[src/rtl/clk_div_multi.sv]
// Multi-channel programmable clock divider.
// Each channel holds a shadow divisor (div_act) and a phase counter. It emits a
// one-cycle tick per period and a registered square wave: high for ceil(D/2)
// cycles, low for floor(D/2) cycles. A shared sync pulse realigns all enabled
// channels to phase 0. A new divisor only takes effect at a period boundary,
// on sync, or while the channel is disabled or idle.
module clk_div_multi #(
  parameter int CNT_W = 24,
  parameter int N_CH  = 4
) (
  input  logic                  clk,
  input  logic                  rst,
  input  logic [N_CH-1:0]       en,
  input  logic [N_CH*CNT_W-1:0] div_fact,
  input  logic                  sync,
  output logic [N_CH-1:0]       tick,
  output logic [N_CH-1:0]       clk_out,
  output logic [N_CH-1:0]       active
);

  localparam logic [CNT_W-1:0] ONE = {{(CNT_W-1){1'b0}}, 1'b1};

  for (genvar i = 0; i < N_CH; i++) begin : g_ch
    logic [CNT_W-1:0] cnt;
    logic [CNT_W-1:0] div_act;
    logic [CNT_W-1:0] d_new;
    logic [CNT_W-1:0] cnt_inc;
    logic [CNT_W-1:0] d_thr;
    logic             wrap;
    logic             tick_r;
    logic             clk_r;
    logic             act_r;

    // Next-phase arithmetic. At a wrap the next period already runs on the
    // freshly latched divisor, so its half-period threshold is used.
    always_comb begin
      d_new   = div_fact[i*CNT_W +: CNT_W];
      wrap    = (cnt == (div_act - ONE));
      cnt_inc = wrap ? '0 : (cnt + ONE);
      d_thr   = wrap ? d_new : div_act;
    end

    // Per-channel divisor shadow, phase counter and registered outputs.
    always_ff @(posedge clk or posedge rst) begin
      if (rst) begin
        cnt     <= '0;
        div_act <= '0;
        tick_r  <= 1'b0;
        clk_r   <= 1'b0;
        act_r   <= 1'b0;
      end else begin
        if (!en[i] || (div_act == '0) || sync || wrap)
          div_act <= d_new;

        if (!en[i] || (div_act == '0)) begin
          cnt    <= '0;
          tick_r <= 1'b0;
          clk_r  <= 1'b0;
          act_r  <= 1'b0;
        end else if (sync) begin
          cnt    <= '0;
          tick_r <= 1'b0;
          clk_r  <= (d_new == ONE);
          act_r  <= (d_new != '0);
        end else begin
          cnt    <= cnt_inc;
          tick_r <= wrap;
          clk_r  <= (cnt_inc >= (d_thr >> 1));
          act_r  <= 1'b1;
        end
      end
    end

    assign tick[i]    = tick_r;
    assign clk_out[i] = clk_r;
    assign active[i]  = act_r;
  end

endmodule

[config.mk]
export PLATFORM = sky130hd
export DESIGN_NAME = clk_div_multi
export DESIGN_NICKNAME = d
export VERILOG_FILES = /design/src/rtl/clk_div_multi.sv
export SDC_FILE = /design/constraint.sdc
export NUM_CORES = 1
export LEC_CHECK = 0
export ABC_AREA = 1
export CORE_MARGIN = 3
export CORE_UTILIZATION = 45
export DETAILED_ROUTE_END_ITERATION = 8
export PLACE_DENSITY = 0.66
export SETUP_SLACK_MARGIN = 0.4
export SYNTH_ARGS = -nofsm -noshare
export SYNTH_HDL_FRONTEND = slang
export SYNTH_SLANG_ARGS = --single-unit
[constraint.sdc]
create_clock -name clk -period 7.19 [get_ports clk]
set_clock_uncertainty 0.15 [all_clocks]
set_input_delay 1.438 -clock clk [delete_from_list [all_inputs] [get_ports clk]]
set_output_delay 1.438 -clock clk [all_outputs]
set_load 0.03 [all_outputs]
### Word level (Yosys, flattened, before mapping)

Index checks and enable logic that the tools add are counted.

* reductions and logical operators: 24
* magnitude comparators: 4
* eq/ne operators: 8
* muxes and demuxes: 40
* add/sub/neg operators: 8

Operator list (number)
* 2-to-1 mux 24 bit: 16
* adder 24 x 1 -> 24 bit (second input constant): 4
* == test 24 x 1 -> 1 bit (second input constant): 4
* == test 24 bit: 4
* >= comparator 24 x 23 -> 1 bit: 4
* logical NOT 24 bit: 4
* nonzero test 24 bit: 4
* subtractor 24 x 1 -> 24 bit (second input constant): 4
* 2-to-1 mux 1 bit: 24
* logical OR 1 bit: 12
* logical NOT 1 bit: 4

* flip-flop bits (word level): 204
* output and inout port bits: 12
* input port bits: 103

### Longest topological paths before layout

* depth in word-level cells: 6
* mapped depth: 36

### Worst setup path before layout

Ideal clock, no wire load.

* path type: register -> register
* from: register g_ch[2].div_act[0]
* to: register g_ch[2].clk_r
* stages on the path, launching flop included: 36
* library setup time: 124 ps
* setup slack: 3826 ps
* buffers on the path: 1
* period minus slack after synthesis: 3364 ps
* data arrival time: 3090 ps
* path through: dfrtp_1 -> inv_1 -> ha_1 -> nand3_1 -> nor2_2 -> nand2_2 -> nor2_2 -> nand2_1 -> nand2_1 -> nand2_1 -> nor2_1 -> nand3_1 -> nor2_1 -> nand2_1 -> inv_1 -> buf_2 -> o21ai_0 -> ha_1 -> inv_1 -> nand2_1 -> nand2_1 -> nand2_1 -> nand2_1 -> nand2_1 -> nand2_1 -> nand2_1 -> nand2_1 -> nand2_1 -> nand2_1 -> nand2_1 -> nand2_1 -> nand2_1 -> nand2_1 -> nand2_1 -> nand2_1 -> a21oi_1

* word-level cells in the longest chain between the ends: 6

RTL lines
* from (decl): RTL line 25 `logic [CNT_W-1:0] div_act;`
* from (signal assigned): RTL line 53 `div_act <= d_new;`
* subtractor 24 x 1 -> 24 bit: RTL line 38 `wrap = (cnt == (div_act - ONE));`
* == test 24 bit: RTL line 38
* 2-to-1 mux 24 bit, on equally long branches: RTL line 39, 40
* >= comparator 24 x 23 -> 1 bit: RTL line 68 `clk_r <= (cnt_inc >= (d_thr >> 1));`
* 2-to-1 mux 1 bit: RTL line 60 `end else if (sync) begin`
* 2-to-1 mux 1 bit *: RTL line 55 `if (!en[i] || (div_act == '0)) begin`
* to (signal assigned): RTL line 63 `clk_r <= (d_new == ONE);`
* to (signal assigned): RTL line 68
* to (decl): RTL line 31 `logic clk_r;`

Mark *: on every way between the ends. The rest lies on a longest branch, timed or not.
A chain may end at the register's enable or synchronous reset.

### Worst setup path in the final report

* from: register g_ch[0].div_act[0]
* to: register g_ch[0].clk_r

* word-level cells in the longest chain between the ends: 6

RTL lines (RTL line)
* from (decl): 25
* from (signal assigned): 53
* subtractor 24 x 1 -> 24 bit: 38
* == test 24 bit: 38
* 2-to-1 mux 24 bit, on equally long branches: 39, 40
* >= comparator 24 x 23 -> 1 bit: 68
* 2-to-1 mux 1 bit: 60
* 2-to-1 mux 1 bit *: 55
* to (signal assigned): 63
* to (signal assigned): 68
* to (decl): 31

Marks and branches as above.

==> metrics <==
Mapped Cells 2,506; start point of the critical path g_ch[0].div_act[0]$_DFFE_PP0P_; Cell Count, Final, Fillers Out 3,066; Ports 115; CTS Buf Count 27; Post-Synth Simple-Gate Area 0.3386; CP required 7.50 ns; compound-gate portion of the synthesized area 0.09312; Pwr Density 166.0 nW/µm²; Clk pin slew, worst setup/hold paths 0.06 ns; final setup fails 0; DRC 0; multi-input logic area 9892 µm²; Mapped Nets 2,709; Commonest cells post-synth 604 x nand2_1, 404 x nor2_1, 336 x inv_1; CP max FO 34; met3 Track Usage GR 0.03167; clock root buffer clkbuf_16; Post-synth ARST share 1.000; Via Count 16,050; Final ANT Viol Nets 0; Layout area overhead 13.43%; maximum clock path buffer count 3; buffers added on ports 114; initial antenna violation count 0; placed cells 3,017; Clock Latency Late Sink 0.56 ns; largest net degree at the start of global routing 180; Post-synth EDFFs 0; Hold Vio Cnt, Final 0; post-synthesis mux area share 0.002996; YS warnings 0; placed inst area 18,060 µm²; Die W 198.7 µm; Synth cell types 44; CTS Hold Buffers Added 0; CTS tree yes; FF/Latch Area 5105 µm²; Max Slew Vio Count 0; XOR/XNOR Fraction of Synth Area 0.08263; Arr. time, crit path 4.98 ns; Tot GR Track Use 0.2318; Antenna Cells 0; #FFs+latches synth 204; layout cells sized above 1 0.04299; Routed WL 45,760 µm; RSZ-0062 raised after global routing false; Pleak 9.572 nW; status completed; Nets 2,788; die area 39,460 µm²; reg2reg start g_ch[0].div_act[0]$_DFFE_PP0P_; vias in the first global route 15,440; Peak Freq 214.1 MHz; fill count 3,599; r2r setup slk 2.52 ns; Hold Slack 0.3591 ns; Pint 2.212 mW; VDD IR max 0.0001911 V; routed vias/inst 5.235; first-pass GRT wire length 75,640 µm; grt ovf 0; Clock power frac 0.432; placer congestion estimate 0.9300; Seq pwr share 0.400; Critical Path End Type flip-flop; post-CTS setup buffers 0; largest family of logic cells by synthesized area simple AND/OR/NAND/NOR gates; syn_area_per_cell 6.665 µm²; Synth top area share 0.3056; final core utilization 0.5250; area share of fa/ha/maj cells after synthesis 0.07491; post-route cell area 18,950 µm²; Critical Path Source Type flip-flop; Die H 198.7 µm; post-detail-place hpwl 34,700 µm; sequential area share after synthesis 0.3056; M1 GR Usage 0.3172; Tightest Hold Check Type flip-flop to flip-flop; Sw Share 0.2967; Cell Area, Synth 16,700 µm²; grt met2 use 0.3879; Fin Setup TNS 0 ns; Psw 0.9334 mW; slew of the pin with the lowest slew margin 1.169 ns; Num Clock Sinks 204; CTS resizes 0; ys flop type dfrtp_1; Slew headroom 0.2179; Synth area leaders dfrtp_1 31%, nand2_1 14%, nor2_1 9.1%; core area 36,090 µm²; crit path time final 4.672 ns; # rows 69; H-tree depth 1; gr busiest metal met2; top-count cell post-synth nand2_1; post-DR wirelength/cell 14.92 µm; initial drt markers 988; max cap viols 0; area leader, netlist dfrtp_1; hold_sp g_ch[1].cnt[0]$_DFF_PP0_; Starting Density 0.4628; drt pass-1 iters 5; Worst Setup Path Type flip-flop to flip-flop; combinational fraction of design power 0.167; period utilization 0.6497
==> logic make-up (layout without fill, tap and decap cells) <==
| logic type | after synthesis | after routing |
|---|---|---|
| adder cells (fa/ha/maj) | 100 | 100 |
| AO/OA/AOI/OAI | 299 | 299 |
| flip-flops | 204 | 204 |
| XOR/XNOR | 156 | 156 |
| AND/OR/NAND/NOR | 1331 | 1331 |
| multiplexers | 5 | 5 |
| buffers and inverters | 411 | 510 |
==> worst paths after layout <==
kind / cells after the start / endpoint
setup / recovery: 27 / g_ch[0].clk_r$_DFF_PP0_
hold / removal: 1 / g_ch[1].cnt[0]$_DFF_PP0_
setup reg to reg: 27 / g_ch[0].clk_r$_DFF_PP0_
hold reg to reg: 1 / g_ch[1].cnt[0]$_DFF_PP0_
max in group asynchronous: 3 / g_ch[1].div_act[10]$_DFFE_PP0P_
min in group asynchronous: 2 / g_ch[2].clk_r$_DFF_PP0_
==> cells in the final DEF (no fill, tap or decap), drive strengths merged <==
cell type      synthesis  layout
o2111a                 1       1
nand3                121     121
and3                   2       2
nand4                 42      42
clkdlybuf4s50          0     114
xnor2                 53      53
nor2                 422     422
dfrtp                204     204
bufinv                 0       3
or2                   20      20
clkinvlp               0       4
a21oi                100     100
nand3b                18      18
clkbuf                15      30
o21bai                 6       6
o31ai                  1       1
xnor3                  1       1
nand2                613     613
clkinv                 1      12
nor3b                  6       6
xor2                 102     102
a31oi                  2       2
a21o                   2       2
mux2i                  5       5
buf                   56       7
o21ai                179     179
nor3                  58      58
nor4                  29      29
a211oi                 4       4
ha                   100     100
inv                  339     340
o211ai                 1       1
o22ai                  3       3
==> worst max-delay path, stage by stage, from the launching register on <==
cell	delay, ns
dfrtp_1	0.38
inv_1	0.11
ha_1	0.22
nand3_1	0.14
nor2_2	0.22
nand3_1	0.15
nand2_1	0.09
nand3_1	0.07
nor2_1	0.10
nand2_1	0.05
nor2_1	0.19
nand3_2	0.45
buf_4	0.45
inv_1	0.31
o21ai_0	0.15
ha_1	0.32
nand2_1	0.07
inv_1	0.06
nand3_1	0.08
nor3_1	0.14
nand2_1	0.08
nand2_1	0.11
nand2_1	0.07
nand2_1	0.07
nand2_1	0.05
nand2_1	0.05
nand2_1	0.04
a21oi_1	0.19
==> flip-flops by register name, summed over array words and instances (netlist names) <==
| signal | flops |
|---|---|
| g_ch.clk_r | 4 |
| g_ch.div_act | 96 |
| g_ch.cnt | 96 |
| g_ch.act_r | 4 |
| g_ch.tick_r | 4 |
==> cell type report <==
type,instances,share of cell area
inverters,340,0.06763
flip-flops and latches,204,0.2694
repair buffers,121,0.06366
well taps,461,0.03045
clock inverters,19,0.009906
clock buffers,30,0.03679
multi-input cells,1891,0.5221
==> power by group through the flow <==
stage / sequential, mW / clock, mW / combinational [mW]
2_1_floorplan: 1.26 / 0 / 0.366
3_3_place_gp: 1.28 / 0 / 0.514
3_5_place_dp: 1.28 / 0 / 0.525
4_1_cts: 1.26 / 1.40 / 0.528
5_1_grt: 1.27 / 1.45 / 0.605
6_report: 1.26 / 1.36 / 0.526
==> per-layer routing <==
| metal | share of wire | wire length (µm) |
|---|---|---|
| met1 | 0.46 | 21210 |
| met2 | 0.46 | 20970 |
| met3 | 0.053 | 2447 |
| met4 | 0.025 | 1134 |
| met5 | 0 | 0 |
==> per-stage QoR <==
| stage | setup WS (ns) | power, mW |
|---|---|---|
| after floorplan | 2.958 | 1.624 |
| after global placement | 2.625 | 1.791 |
| after detailed placement | 2.518 | 1.803 |
| after CTS | 2.500 | 3.185 |
| after global routing | 1.913 | 3.317 |
| final | 2.518 | 3.145 |
Power figures use the tool's default switching activity.
